===== config.mk =====
export PLATFORM = sky130hd
export DESIGN_NAME = sd_timer
export DESIGN_NICKNAME = d
export VERILOG_FILES = /design/src/rtl/sd_host_pkg.sv /design/src/rtl/sd_timer_channel.sv /design/src/rtl/sd_timer.sv
export SDC_FILE = /design/constraint.sdc
export NUM_CORES = 1
export LEC_CHECK = 0
export ABC_AREA = 1
export BUFFER_PORTS_ARGS = -buffer_cell sky130_fd_sc_hd__buf_4
export CORE_MARGIN = 2
export CORE_UTILIZATION = 27
export CTS_BUF_LIST = sky130_fd_sc_hd__clkbuf_2
export CTS_CLUSTER_DIAMETER = 80
export CTS_CLUSTER_SIZE = 16
export DETAILED_ROUTE_END_ITERATION = 8
export GPL_TIMING_DRIVEN = 0
export PLACE_DENSITY = 0.57
export REMOVE_ABC_BUFFERS = 1
export SYNTH_ARGS = -nofsm -noshare
export SYNTH_HDL_FRONTEND = slang
export SYNTH_SLANG_ARGS = --single-unit

===== constraint.sdc =====
create_clock -name clk -period 1.7 [get_ports clk]
set_clock_uncertainty 0.15 [all_clocks]
set_input_delay 0.255 -clock clk [delete_from_list [all_inputs] [get_ports clk]]
set_output_delay 0.255 -clock clk [all_outputs]
set_load 0.03 [all_outputs]

===== src/rtl/sd_host_pkg.sv =====
// Shared SD host constants: timer state encoding, timer channel roles
// and protocol delay values used by the command/data engines.
package sd_host_pkg;

  localparam logic [0:0] TMR_IDLE = 1'b0;
  localparam logic [0:0] TMR_RUN  = 1'b1;

  // Fixed channel assignment inside the host controller
  localparam int TMR_INIT    = 0;
  localparam int TMR_NCR     = 1;
  localparam int TMR_DATA    = 2;
  localparam int TMR_CLKTICK = 3;

  localparam int INIT_CLOCKS = 74;
  localparam int NCR_MAX     = 64;

endpackage


===== src/rtl/sd_timer_channel.sv =====
// One programmable down-counter channel: prescaled ticks, one-shot or
// periodic reload, one-cycle terminal pulse and sticky expired flag.
module sd_timer_channel
  import sd_host_pkg::*;
#(
  parameter int COUNT_BITS    = 16,
  parameter int PRESCALE_BITS = 8
) (
  input  logic                     clk,
  input  logic                     reset_n,
  input  logic [PRESCALE_BITS-1:0] prescale,
  input  logic [COUNT_BITS-1:0]    load_value,
  input  logic                     start,
  input  logic                     stop,
  input  logic                     periodic,
  input  logic                     clear_expired,
  output logic                     busy,
  output logic                     pulse,
  output logic                     expired,
  output logic [COUNT_BITS-1:0]    count
);

  logic [0:0]               state_reg, state_next;
  logic [COUNT_BITS-1:0]    count_reg, count_next;
  logic [PRESCALE_BITS-1:0] pre_reg, pre_next;
  logic                     pulse_reg, pulse_next;
  logic                     expired_reg, expired_next;
  logic                     terminal;

  // Priority: stop, then start (which also masks a coincident terminal),
  // then terminal/tick handling while running.
  always_comb begin
    state_next = state_reg;
    count_next = count_reg;
    pre_next   = pre_reg;
    pulse_next = 1'b0;
    terminal   = 1'b0;
    if (stop) begin
      state_next = TMR_IDLE;
      count_next = '0;
      pre_next   = '0;
    end else if (start) begin
      state_next = TMR_RUN;
      count_next = load_value;
      pre_next   = prescale;
    end else if (state_reg == TMR_RUN) begin
      if (pre_reg != '0) begin
        pre_next = pre_reg - PRESCALE_BITS'(1);
      end else begin
        pre_next = prescale;
        if (count_reg != '0) begin
          count_next = count_reg - COUNT_BITS'(1);
        end else begin
          terminal   = 1'b1;
          pulse_next = 1'b1;
          if (periodic) count_next = load_value;
          else          state_next = TMR_IDLE;
        end
      end
    end
    expired_next = terminal ? 1'b1 : (clear_expired ? 1'b0 : expired_reg);
  end

  always_ff @(posedge clk or negedge reset_n) begin
    if (!reset_n) begin
      state_reg   <= TMR_IDLE;
      count_reg   <= '0;
      pre_reg     <= '0;
      pulse_reg   <= 1'b0;
      expired_reg <= 1'b0;
    end else begin
      state_reg   <= state_next;
      count_reg   <= count_next;
      pre_reg     <= pre_next;
      pulse_reg   <= pulse_next;
      expired_reg <= expired_next;
    end
  end

  assign busy    = (state_reg == TMR_RUN);
  assign pulse   = pulse_reg;
  assign expired = expired_reg;
  assign count   = count_reg;

endmodule


===== src/rtl/sd_timer.sv =====
// Multi-channel timer: a bank of independent sd_timer_channel instances
// sharing one prescale value, with per-channel packed buses.
module sd_timer
  import sd_host_pkg::*;
#(
  parameter int CHANNELS      = 4,
  parameter int COUNT_BITS    = 16,
  parameter int PRESCALE_BITS = 8
) (
  input  logic                           clk,
  input  logic                           reset_n,
  input  logic [PRESCALE_BITS-1:0]       prescale,
  input  logic [CHANNELS*COUNT_BITS-1:0] load_value,
  input  logic [CHANNELS-1:0]            start,
  input  logic [CHANNELS-1:0]            stop,
  input  logic [CHANNELS-1:0]            periodic,
  input  logic [CHANNELS-1:0]            clear_expired,
  output logic [CHANNELS-1:0]            busy,
  output logic [CHANNELS-1:0]            pulse,
  output logic [CHANNELS-1:0]            expired,
  output logic [CHANNELS*COUNT_BITS-1:0] count
);

  genvar gi;
  generate
    for (gi = 0; gi < CHANNELS; gi++) begin : g_chan
      sd_timer_channel #(
        .COUNT_BITS    (COUNT_BITS),
        .PRESCALE_BITS (PRESCALE_BITS)
      ) u_chan (
        .clk           (clk),
        .reset_n       (reset_n),
        .prescale      (prescale),
        .load_value    (load_value[gi*COUNT_BITS +: COUNT_BITS]),
        .start         (start[gi]),
        .stop          (stop[gi]),
        .periodic      (periodic[gi]),
        .clear_expired (clear_expired[gi]),
        .busy          (busy[gi]),
        .pulse         (pulse[gi]),
        .expired       (expired[gi]),
        .count         (count[gi*COUNT_BITS +: COUNT_BITS])
      );
    end
  endgenerate

endmodule


**Word-level counts from Yosys, hierarchy flattened**

Index checks and enable logic that the tools add are counted.

- Add/sub/neg operators: 8
- $mul: 0
- Divide/modulo/power cells: 0
- Magnitude comparators: 0
- Eq/ne operators: 4
- Shift operators: 0
- Muxes and demuxes: 92
- Bitwise gates (word level): 0
- Reduce and logical (&&, ||, !) cells: 24

Operator list:

| operator | number |
|---|---|
| 2-to-1 mux 16 bit | 24 |
| 2-to-1 mux 8 bit | 16 |
| nonzero test 16 bit | 4 |
| subtractor 16 x 1 -> 16 bit (second input constant) | 4 |
| 2-to-1 mux 1 bit | 52 |
| nonzero test 8 bit | 4 |
| subtractor 8 x 1 -> 8 bit (second input constant) | 4 |
| nonzero test 4 bit | 4 |
| != test 3 bit (second input constant) | 4 |
| AND reduction 3 bit | 4 |
| nonzero test 3 bit | 4 |
| nonzero test 2 bit | 4 |

- Bits in registers: 108
- Latch bits: 0
- Memory bits (writable): 0
- ROM bits: 0
- Output and inout port bits: 76
- Word-level logic and storage cells: 148
- Memories: 0

**Depth between registers and ports, before layout**

- Word-level depth: 7
- Mapped depth: 13

**Cells and area by module**

A second synthesis with hierarchy kept.

- Cells, all modules: 1174
- Area total of the unflattened synthesis: 8147.8 sq um

By module, submodules not included:

| module | times used | cells each | area an instance (sq um) |
|---|---|---|---|
| sd_timer_channel at g_chan[0].u_chan ... | 2 | 295 | 2072.0 |
| sd_timer_channel at g_chan[2].u_chan | 1 | 295 | 2074.5 |
| sd_timer_channel at g_chan[3].u_chan | 1 | 289 | 1929.4 |

**Least setup slack after synthesis**

No wires, ideal clock.

- Kind: reg-to-reg
- Start: reg g_chan[3].u_chan.count_reg[0]
- End: reg g_chan[3].u_chan.count_reg[13]
- Arrival: 1572 ps
- Setup slack: -140 ps
- Stages on the path, launching flop included: 13
- Path buffers: 2
- Period minus slack after synthesis: 1840 ps
- Path through: dfrtp_1 > inv_1 > ha_1 > nand3_1 > nor2_1 > nand2_1 > nand2_1 > buf_6 > buf_6 > nand2_1 > o21ai_0 > nand2_1 > nand2_1

- Word-level cells in the longest chain between the ends: 6
- Elaborated cells on any way between the ends: 9
- Those cells by class: 1 x add/sub; 5 x mux; 3 x reduce/logical

RTL lines:

| item | RTL line | source |
|---|---|---|
| start: declaration | sd_timer_channel.sv:24 | `logic [COUNT_BITS-1:0] count_reg, count_next;` |
| start signal: assignment | sd_timer_channel.sv:73 | `count_reg <= count_next;` |
| subtractor 16 x 1 -> 16 bit / nonzero test 16 bit (equally long branches) | sd_timer_channel.sv:52, sd_timer_channel.sv:51 |  |
| 2-to-1 mux 16 bit | sd_timer_channel.sv:51 | `if (count_reg != '0) begin` |
| 2-to-1 mux 16 bit | sd_timer_channel.sv:47 | `if (pre_reg != '0) begin` |
| 2-to-1 mux 16 bit | sd_timer_channel.sv:46 | `end else if (state_reg == TMR_RUN) begin` |
| 2-to-1 mux 16 bit | sd_timer_channel.sv:42 | `end else if (start) begin` |
| 2-to-1 mux 16 bit | sd_timer_channel.sv:38 | `if (stop) begin` |

Parallel ways exist; a longest one is shown, timed or not. The select of a mux whose other input is x is not followed.
A chain may end at the register's enable or synchronous reset.

**Final worst setup path**

- Start: reg g_chan[1].u_chan.count_reg[4]
- End: out count[20]

RTL lines:

| item | RTL line | source |
|---|---|---|
| start: declaration | sd_timer_channel.sv:24 |  |
| start signal: assignment | sd_timer_channel.sv:73 |  |
| end: declaration | sd_timer.sv:21 | `output logic [CHANNELS*COUNT_BITS-1:0] count` |

No word-level cell between the ends.

==> results.py <==
metrics = {
    "placed_design": {
        "place_inst": 1663,
        "numPortBuffers": 165,
        "dp.final_hpwl_um": 15400,
        "place_congestion": 0.840,
    },
    "synth": {
        "synth-main-ff-cell": "dfrtp_1",
        "synth-async-reset-ratio_pct": 100,
        "ys_seq_elements": 108,
        "synth_top_family_by_area": "simple AND/OR/NAND/NOR gates",
        "synth_compound_area_share_pct": 10.1,
        "synthMuxAreaShare_pct": 0,
        "synthSimpleGateAreaFrac_pct": 35.7,
        "synth_top_area_share_pct": 35.5,
        "synth_common_cells": "nand2_1, inv_1, nor2_1",
        "ys_types": 31,
        "yosysWarnings": 0,
        "synthTopCellsByArea": "dfrtp_1, nand2_1, inv_1, o21ai_0, nor2_1",
        "seq_area_frac_synth_pct": 35.5,
        "synthCells": 1149,
        "synthAdderAreaFrac_pct": 2.63,
        "yosysTopAreaCell": "dfrtp_1",
        "yosysMostFrequentCell": "nand2_1",
        "netlist_area_um2": 7600,
        "synth_edf_count": 0,
        "syn_area_per_cell_um2": 6.62,
        "synthXorXnorAreaFrac_pct": 5.18,
    },
    "global_route": {
        "grt_antenna_before_repair": 1,
        "grt_pass1_wl_um": 41100,
        "grt_pass1_vias": 8432,
        "grt_use_total_pct": 17.2,
        "grt_max_degree": 83,
        "grt-ovfl-total": 0,
    },
    "drt": {
        "via_per_inst": 4.57,
        "routed-via-count": 8929,
        "drcViolationCount": 0,
        "routed_wl_um": 26600,
        "first_iter_violations": 432,
        "wl_per_cell_um": 13.6,
        "dr.pass1.iters": 5,
        "ant_nets": 0,
    },
    "hold_path": {
        "hold_class": "in2reg",
        "hold_start": "clear_expired[1]",
        "whs_path_depth": 3,
        "min_to": "g_chan[1].u_chan.expired",
    },
    "timing": {
        "hold_viol": 0,
        "timing.fmax_mhz": 537,
        "tightest_slew_ns": 0.479,
        "setup_viol": 127,
        "rsz0062_at_grt": "true",
        "fin_crit_sh_pct": 109,
        "setup_tns_ns": -9.25,
        "fin_crit_ns": 1.86,
        "relSlewSlack_pct": 68.0,
        "layout_setup_ws_ns": -0.161,
        "finalMaxSlewViolations": 0,
    },
    "power": {
        "combPwrFrac_pct": 56.0,
        "switching_share_pct": 44.2,
        "switchingPower_mw": 4.81,
        "power_density_nw_per_um2": 835,
        "finalPower_mw": 10.9,
        "power.internal_mw": 6.07,
        "p_clk_share_pct": 12.9,
        "p_leak_nw": 6.52,
        "power.share.sequential_pct": 31.0,
        "peakVddDrop_mv": 0.358,
    },
    "worst_setup_path": {
        "r2r_end": "g_chan[0].u_chan.count[13]",
        "reg2reg_depth": 11,
        "crit_fanout": 4,
        "crit_type": "reg2out",
        "endpoint_kind": "output port",
        "path_buf_inv": 2,
        "worstPathArrival_ns": 1.46,
        "slowest_stage": "dfrtp_2",
        "critical_path_required_ns": 1.29,
        "timing.reg2reg.setup_slack_ns": -0.14,
        "cpPeakStageDelay_ns": 0.53,
        "start_kind": "flip-flop",
        "critical_path.top_delay_family": "flip-flops",
        "cp_cell_sequence": "buf_6, buf_6",
        "r2r_start": "g_chan[0].u_chan.count[1]",
        "critPathMostFrequentCell": "buf_6",
    },
    "clock_network": {
        "cts.sinks": 108,
        "tritoncts": "yes",
        "clk_latency_ns": 0.68,
        "max-clock-path-buffers": 2,
        "htree_levels": 3,
        "clk_pin_slew_ns": 0.36,
        "cts-root-buf": "clkbuf_2",
        "cts_buffers": 9,
    },
    "floorplan": {
        "io_pins": 166,
        "rows": 61,
        "dieArea_um2": 29500,
        "die_w_um": 172,
        "fp.dieH_um": 172,
        "initial_core_util_pct": 27.4,
        "core_um2": 27800,
    },
    "final_layout": {
        "stdcell_count": 1952,
        "area_delta_synth_final_pct": 71.4,
        "fin_nets": 1673,
        "largest_register_ff_count": 64,
        "drive_gt1_share_pct": 40.0,
    },
    "status": {
        "violations": "negative setup slack",
        "outcome": "finished, violations left",
    },
    "run": {
        "cap_violations": 0,
    },
}
==> cells by family after synthesis <==
| family | after synthesis |
|---|---|
| buf+inv | 185 |
| xor+xnor | 45 |
| fa+ha+maj | 16 |
| simple gates | 651 |
| flops | 108 |
| compound gates | 144 |
==> cell type report <==
class	count	area, µm²
antenna	2	5.00
clock buffer	9	45.0
clock inverter	7	75.1
fill	2735	14700
inverter	155	642
multi-input combinational	862	5040
sequential	108	2750
tap	378	473
timing repair buffer	427	3970
timing repair inverter	4	36.3
==> placed cells by master, fill, tap and decap left out, drive strengths merged, types with 7 or more instances in the layout <==
| cell | instances |
|---|---|
| buf | 337 |
| clkbuf | 9 |
| nand3 | 66 |
| o22ai | 11 |
| o211ai | 7 |
| o21ai | 102 |
| dlygate4sd3 | 90 |
| xnor2 | 17 |
| a21oi | 19 |
| dfrtp | 108 |
| xor2 | 28 |
| nor2 | 130 |
| inv | 159 |
| ha | 16 |
| nand2 | 434 |
| nand4 | 18 |
==> routing by layer <==
layer | GRT usage, % | part of all wire, % | wire length, µm
met1 | 21.7 | 44 | 11700
met2 | 30.8 | 51 | 13600
met3 | 2.00 | 3.5 | 932
met4 | 4.71 | 1.6 | 413
met5 | 0 | 0 | 0
==> worst min-delay path, delay by kind of cell <==
family                 cells  cell delay [ns]
AOI/OAI and AO/OA          1             0.06
buffers and inverters      2             0.62
==> power groups by stage <==
| stage | registers [mW] | logic (mW) | clock network [mW] |
|---|---|---|---|
| 6_report | 3.38 | 6.10 | 1.41 |
| 5_1_grt | 3.42 | 6.69 | 1.56 |
| 4_1_cts | 3.35 | 5.14 | 1.47 |
| 3_5_place_dp | 3.40 | 3.76 | 0 |
| 3_3_place_gp | 3.39 | 3.71 | 0 |
| 2_1_floorplan | 3.73 | 2.21 | 0 |
==> worst max path at each step <==
stage,from,end,slack [ns],cells after the start
4_1_cts,g_chan[2].u_chan.count[10],count[42],-0.17,2
6_report,g_chan[1].u_chan.count[4],count[20],-0.16,2
3_5_place_dp,g_chan[3].u_chan.count[0],g_chan[3].u_chan.count[9],-0.69,11
3_3_place_gp,g_chan[3].u_chan.count[0],g_chan[3].u_chan.count[9],-0.72,11
5_1_grt,g_chan[2].u_chan.count[9],g_chan[2].u_chan.count[10],-0.26,10
2_1_floorplan,g_chan[3].u_chan.count[0],g_chan[3].u_chan.count[9],-0.33,11
==> per-stage QoR <==
step           hold WS, ns  cell area (µm²)  setup WS (ns)  utilization [%]
2_1_floorplan       -0.191             7360         -0.334                -
3_3_place_gp         0.286             9080         -0.719             32.7
3_5_place_dp       0.00865             9110         -0.688             32.8
4_1_cts             0.0190            11900         -0.174             42.7
5_1_grt             0.0176            13000         -0.255             46.9
6_report            0.0832            13000         -0.161             46.9
==> timing repair <==
item                                   CTS  global route
pin swaps                               27            54
setup endpoints to repair              174           173
gates resized for setup                245           229
setup buffers                          108            64
endpoints found under the hold margin  216             0
cloned                                  10             1
hold buffers                            91             0
Note: power is estimated with default switching activity, not from simulation.
